$ cat config.mk
export PLATFORM = sky130hd
export DESIGN_NAME = instr_fetch_stage
export DESIGN_NICKNAME = d
export VERILOG_FILES = /design/src/rtl/cpu_pkg.sv /design/src/rtl/fetch_skid_buf.sv /design/src/rtl/instr_fetch_stage.sv
export SDC_FILE = /design/constraint.sdc
export NUM_CORES = 1
export LEC_CHECK = 0
export BUFFER_PORTS_ARGS = -buffer_cell sky130_fd_sc_hd__buf_2
export CORE_ASPECT_RATIO = 0.6
export CORE_MARGIN = 2
export CORE_UTILIZATION = 50
export CTS_CLUSTER_SIZE = 28
export DETAILED_ROUTE_END_ITERATION = 10
export PLACE_DENSITY = 0.73
export SLEW_MARGIN = 5
export SYNTH_ARGS = -nofsm -noshare
export SYNTH_HDL_FRONTEND = slang
export SYNTH_SLANG_ARGS = --single-unit
$ cat constraint.sdc
create_clock -name clk -period 11.7 [get_ports clk]
set_input_delay 2.34 -clock clk [delete_from_list [all_inputs] [get_ports clk]]
set_output_delay 2.34 -clock clk [all_outputs]
set_load 0.05 [all_outputs]
$ cat src/rtl/cpu_pkg.sv
// Shared types and instruction field positions for the fetch/decode boundary.
package cpu_pkg;

  typedef enum logic [1:0] {
    IDLE  = 2'd0,
    FETCH = 2'd1,
    FULL  = 2'd2,
    DROP  = 2'd3
  } fetch_state_t;

  // Field positions within a 32-bit instruction word.
  localparam int OP_MSB   = 31;
  localparam int OP_LSB   = 30;
  localparam int INST_MSB = 29;
  localparam int INST_LSB = 28;
  localparam int IMMF_BIT = 27;
  localparam int RD_MSB   = 26;
  localparam int RD_LSB   = 23;
  localparam int RS1_MSB  = 22;
  localparam int RS1_LSB  = 19;
  localparam int RS2_MSB  = 18;
  localparam int RS2_LSB  = 15;
  localparam int IMM_MSB  = 18;
  localparam int IMM_LSB  = 0;

  localparam int PC_INC = 4;

endpackage

$ cat src/rtl/fetch_skid_buf.sv
// One-entry skid buffer holding {pc, instr} for a word that returns while decode stalls.
module fetch_skid_buf #(
  parameter int ADDR_W  = 32,
  parameter int INSTR_W = 32
) (
  input  logic               clk,
  input  logic               rst,
  input  logic               load,
  input  logic               drain,
  input  logic               clear,
  input  logic [ADDR_W-1:0]  load_pc,
  input  logic [INSTR_W-1:0] load_instr,
  output logic               full,
  output logic [ADDR_W-1:0]  pc,
  output logic [INSTR_W-1:0] instr
);

  always_ff @(posedge clk or negedge rst) begin
    if (!rst) begin
      full <= 1'b0;
    end else if (clear) begin
      full <= 1'b0;
    end else if (load) begin
      full <= 1'b1;
    end else if (drain) begin
      full <= 1'b0;
    end
  end

  // NOTE: payload needs no reset; it is only ever read while full is set.
  always_ff @(posedge clk) begin
    if (load) begin
      pc    <= load_pc;
      instr <= load_instr;
    end
  end

endmodule

$ cat src/rtl/instr_fetch_stage.sv
// Fetch stage: PC, imem req/ack handshake, output register and ControlUnit field split.
// Optional FETCH_PERF_EN adds fetch/stall performance counters.
module instr_fetch_stage
  import cpu_pkg::*;
#(
  parameter int                ADDR_W   = 32,
  parameter int                INSTR_W  = 32,
  parameter logic [ADDR_W-1:0] RESET_PC = '0
) (
  input  logic               clk,
  input  logic               rst,
  input  logic               stall,
  input  logic               redirect,
  input  logic [ADDR_W-1:0]  redirect_pc,
  output logic               imem_req,
  output logic [ADDR_W-1:0]  imem_addr,
  input  logic               imem_ack,
  input  logic [INSTR_W-1:0] imem_rdata,
  output logic               out_valid,
  output logic [ADDR_W-1:0]  out_pc,
  output logic [INSTR_W-1:0] out_instr,
  output logic [1:0]         op,
  output logic [1:0]         inst,
  output logic               immediatei,
  output logic [3:0]         rd,
  output logic [3:0]         rs1,
  output logic [3:0]         rs2,
  output logic [18:0]        imm_raw
`ifdef FETCH_PERF_EN
  ,
  output logic [31:0]        perf_fetch_cnt,
  output logic [31:0]        perf_stall_cnt
`endif
);

  localparam logic [ADDR_W-1:0] INC = ADDR_W'(PC_INC);

  fetch_state_t       state_q, state_d;
  logic               req_d;
  logic [ADDR_W-1:0]  addr_d;
  logic [ADDR_W-1:0]  pc_q, pc_d;        // next fetch address while req is low or draining
  logic               out_valid_d;
  logic [ADDR_W-1:0]  out_pc_d;
  logic [INSTR_W-1:0] out_instr_d;
  logic               deliver;
  logic               skid_load, skid_drain, skid_clear, skid_full;
  logic [ADDR_W-1:0]  skid_pc;
  logic [INSTR_W-1:0] skid_instr;

  fetch_skid_buf #(
    .ADDR_W  (ADDR_W),
    .INSTR_W (INSTR_W)
  ) u_skid (
    .clk        (clk),
    .rst        (rst),
    .load       (skid_load),
    .drain      (skid_drain),
    .clear      (skid_clear),
    .load_pc    (imem_addr),
    .load_instr (imem_rdata),
    .full       (skid_full),
    .pc         (skid_pc),
    .instr      (skid_instr)
  );

  // NOTE: every always_comb output gets a default first so no latch is inferred.
  always_comb begin
    state_d     = state_q;
    req_d       = imem_req;
    addr_d      = imem_addr;
    pc_d        = pc_q;
    out_valid_d = out_valid && stall;
    out_pc_d    = out_pc;
    out_instr_d = out_instr;
    deliver     = 1'b0;
    skid_load   = 1'b0;
    skid_drain  = 1'b0;
    skid_clear  = 1'b0;

    unique case (state_q)
      IDLE: begin
        state_d = FETCH;
        req_d   = 1'b1;
        if (redirect) addr_d = redirect_pc;
      end
      FETCH: begin
        if (redirect) begin
          // With ack the word is simply dropped; without it we must wait it out.
          if (imem_ack) begin
            addr_d = redirect_pc;
          end else begin
            state_d = DROP;
            pc_d    = redirect_pc;
          end
        end else if (imem_ack) begin
          if (!out_valid || !stall) begin
            deliver     = 1'b1;
            out_valid_d = 1'b1;
            out_pc_d    = imem_addr;
            out_instr_d = imem_rdata;
            addr_d      = imem_addr + INC;
          end else begin
            skid_load = 1'b1;
            state_d   = FULL;
            req_d     = 1'b0;
            pc_d      = imem_addr + INC;
          end
        end
      end
      FULL: begin
        if (redirect) begin
          state_d = FETCH;
          req_d   = 1'b1;
          addr_d  = redirect_pc;
        end else if (!stall && skid_full) begin
          deliver     = 1'b1;
          skid_drain  = 1'b1;
          out_valid_d = 1'b1;
          out_pc_d    = skid_pc;
          out_instr_d = skid_instr;
          state_d     = FETCH;
          req_d       = 1'b1;
          addr_d      = pc_q;
        end
      end
      DROP: begin
        if (imem_ack) begin
          state_d = FETCH;
          addr_d  = redirect ? redirect_pc : pc_q;
        end else if (redirect) begin
          pc_d = redirect_pc;
        end
      end
      default: state_d = IDLE;
    endcase

    if (redirect) begin
      out_valid_d = 1'b0;
      skid_clear  = 1'b1;
    end
  end

  // NOTE: state registers use non-blocking assignments; the comb block above uses blocking.
  always_ff @(posedge clk or negedge rst) begin
    if (!rst) begin
      state_q   <= IDLE;
      imem_req  <= 1'b0;
      imem_addr <= RESET_PC;
      pc_q      <= RESET_PC;
      out_valid <= 1'b0;
      out_pc    <= '0;
      out_instr <= '0;
    end else begin
      state_q   <= state_d;
      imem_req  <= req_d;
      imem_addr <= addr_d;
      pc_q      <= pc_d;
      out_valid <= out_valid_d;
      out_pc    <= out_pc_d;
      out_instr <= out_instr_d;
    end
  end

  assign op         = out_instr[OP_MSB:OP_LSB];
  assign inst       = out_instr[INST_MSB:INST_LSB];
  assign immediatei = out_instr[IMMF_BIT];
  assign rd         = out_instr[RD_MSB:RD_LSB];
  assign rs1        = out_instr[RS1_MSB:RS1_LSB];
  assign rs2        = out_instr[RS2_MSB:RS2_LSB];
  assign imm_raw    = out_instr[IMM_MSB:IMM_LSB];

`ifdef FETCH_PERF_EN
  always_ff @(posedge clk or negedge rst) begin
    if (!rst) begin
      perf_fetch_cnt <= '0;
      perf_stall_cnt <= '0;
    end else begin
      if (deliver)            perf_fetch_cnt <= perf_fetch_cnt + 32'd1;
      if (out_valid && stall) perf_stall_cnt <= perf_stall_cnt + 32'd1;
    end
  end
`endif

endmodule

==> impl_metrics.csv <==
group,metric,value,unit
outcome,status,"finished clean",
clock_network,h-tree-depth,4,
yosys,synth_warnings,0,
worst_setup_path,crit_top_cell,"buf_4",
pwr,p_leak,4.97,nW
clock_network,cts_tree,"done",
timing,relSlewSlack,0.176,
yosys,async_reset_ff_frac,0.675,
pwr,pwr-share-clk,0.170,
routing,via_count,8783,
worst_setup_path,crit_path_end_kind,"flop",
yosys,yosys.area.top_type,"dfrtp_1",
clock_network,ctsHoldBuffers,0,
clock_network,cts_resized,0,
timing,setup_viol,0,
floorplanning,die_w,190,um
yosys,syn_inst,1020,
pwr,cellPowerDensity,327,mW/mm^2
worst_setup_path,critical_path_buf_inv_count,4,
global_route,grt_max_degree,93,
yosys,post_synth.cell_area_avg,10.2,um^2
min_path,worstHoldPathType,"flop to flop",
layout,layout.nets,1217,
routing,routed_wirelength,29.3,mm
worst_setup_path,crit_path_top_delay_cell,"o21ai_1",
layout,area_delta_synth_final,14.9,%
yosys,synth_area,0.0104,mm^2
worst_setup_path,criticalPathCategory,"primary input to flop",
timing,fmax,0.187,GHz
timing,worst_pin_slew,1240,ps
floorplanning,core,0.0202,mm^2
layout,utilization,0.592,
yosys,synth.area.top_cells,"dfrtp_1 (32%), edfxtp_1 (19%), mux2i_1 (7.0%)",
floorplanning,row_count,40,
pwr,p_comb_frac,0.516,
layout,diodes,0,
worst_setup_path,cp.required,12080,ps
clock_network,clk_latency,440,ps
clock_network,cts_buffers,17,
timing,maxSlewViolCount,0,
worst_setup_path,path_max_fanout,81,
clock_network,cts_setup_buffers,0,
routing,drc,0,
global_route,grt_overflow_total,0,
layout,drive_above_1_share,0.243,
pwr,swShare,0.517,
floorplanning,ioPinCount,203,
timing,period_minus_slack,5350,ps
timing,finalHoldViolations,0,
place,io_buffers,202,
clock_network,cts_max_path_buffers,2,
global_route,grt_pass1_vias,8041,
timing,setup_tns,0,ps
routing,antenna_left,0,
floorplanning,start_util,0.515,
routing,viasPerCell,6.15,
yosys,synth_nets,1094,
clock_network,cts-root-buf,"clkbuf_16",
yosys,synth_enable_flop_cells,64,
routing,wl_per_cell,20.5,um
worst_setup_path,cp_cell_sequence,"buf_2 -> buf_4 -> inv_1 -> buf_4 -> o21ai_1 -> a221o_1 -> o22a_1 -> o31a_1",
worst_setup_path,start_kind,"primary input",
floorplanning,chipHeight,116,um
yosys,ys_seq_area_frac,0.506,
clock_network,cts.sinks,197,
worst_setup_path,worstPathArrival,5730,ps
global_route,track_usage,0.269,
worst_setup_path,cp_slowest_stage_delay,950,ps
yosys,synth_top_area_frac,0.321,
worst_setup_path,path_delay_family,"buffers and inverters",
clock_network,path_clk_slew,70,ps
job,cap_violations,0,
yosys,synth.ff_latch_count,197,
routing,dr.pass1.iters,7,
global_route,antenna_found_initial,1,
global_route,grt_pass1_wl,45.5,mm
floorplanning,die-area,0.0220,mm^2
pwr,vdd_drop_max,0.000185,V
place,gp_congestion,0.911,
yosys,ys.flop_type,"dfrtp_1",
yosys,synth_cell_type_count,76,
pwr,power_frac_seq,0.314,
pwr,internal_power,0.00189,W
timing,period_share,0.457,
pwr,switchingPower,0.00202,W
place,dp_hpwl,19.5,mm
timing,skew,12.3,ps
timing,rsz0062_at_grt,"no",
routing,drt_iter0_drc,1059,
==> placed cells by master (no fill, tap or decap), drive strengths merged, types with 21 or more instances in the layout <==
| cell | n |
|---|---|
| buf | 219 |
| dfrtp | 133 |
| nand2 | 117 |
| o21ai | 103 |
| mux2i | 73 |
| edfxtp | 64 |
| nor2 | 63 |
| a21oi | 33 |
| o22ai | 29 |
| a22oi | 23 |
| nand3 | 21 |
| a22o | 21 |
==> layout make-up <==
class                      instances  area [um^2]
clock buffer                      19          443
clock inverter                    13          218
fill                            1736         8240
inverter                          17         63.8
multi-input combinational        691         4470
sequential                       197         5250
tap                              273          342
timing repair buffer             219         1140
==> state kept, by name, summed over array words and instances (netlist names) <==
register	cells
imem_addr	32
u_skid.full	1
out_pc	32
out_instr	32
out_valid	1
state_q	2
pc_q	32
u_skid.pc	32
imem_req	1
u_skid.instr	32
==> layer usage <==
metal / vias to the layer above / wire length, um / global-route usage
met2: 474 / 11900 / 0.370
met1: 4267 / 13800 / 0.408
met3: 40 / 3270 / 0.0881
met4: 2 / 357 / 0.0667
li1: 4000 / - / -
met5: - / 13 / 0
==> path summary, 6_finish.rpt <==
kind	from	end	slack, ps	depth (start not counted)
max	redirect	imem_addr[22]	6350	8
min	out_pc[14]	out_pc[14]	480	2
max reg2reg	state_q[0]	imem_addr[14]	7700	8
min reg2reg	out_pc[14]	out_pc[14]	480	2
max in group asynchronous	rst	pc_q[23]	8440	2
min in group asynchronous	rst	out_pc[13]	1960	1
==> power by group through the flow <==
| stage | sequential, W | clock [W] | combinational, W |
|---|---|---|---|
| after floorplan | 0.00169 | 0 | 0.00109 |
| after global placement | 0.00122 | 0 | 0.00197 |
| after detailed placement | 0.00123 | 0 | 0.00199 |
| after CTS | 0.00122 | 0.000671 | 0.00200 |
| after global routing | 0.00126 | 0.000701 | 0.00215 |
| final | 0.00123 | 0.000664 | 0.00201 |
==> kinds of logic after synthesis <==
family                     Yosys count  synth area share
and+or+nand+nor                    289             0.136
xor gates and xnor gates            17            0.0143
adders and majority gates            5           0.00603
DFF                                197             0.506
AOI/OAI and AO/OA                  305             0.197
buffers and inverters              132            0.0677
muxes                               75            0.0726
==> per-stage QoR <==
stage                     hold slack (ps)  setup slack [ps]  area [um^2]  total power [W]  std cells
after floorplan                       448              3780        10400          0.00279       1020
after CTS                             482              6480        11900          0.00389       1429
final                                 476              6350        11900          0.00390       1429
after global placement                458              6110        11300          0.00319       1397
after global routing                  503              6130        11900          0.00411       1429
after detailed placement              465              5980        11300          0.00322       1397
==> Yosys cell counts, drive strengths merged, types with 10 or more instances <==
| cell type | count |
|---|---|
| a21oi | 33 |
| a221oi | 11 |
| a22o | 21 |
| a22oi | 23 |
| buf | 84 |
| clkbuf | 31 |
| dfrtp | 133 |
| edfxtp | 64 |
| inv | 16 |
| mux2i | 73 |
| nand2 | 117 |
| nand2b | 11 |
| nand3 | 21 |
| nand4 | 20 |
| nor2 | 63 |
| nor2b | 10 |
| nor3 | 17 |
| o21a | 10 |
| o21ai | 103 |
| o22ai | 29 |
| xnor2 | 13 |
==> worst register-to-register path, cell delays in order (launching register included) <==
cell and delay, ps:
dfrtp_1 410, inv_1 180, ha_4 590, buf_4 690
a311oi_1 200, o31ai_4 860, buf_4 410, nor2_1 190
a221o_1 350
Power figures use the tool's default switching activity.
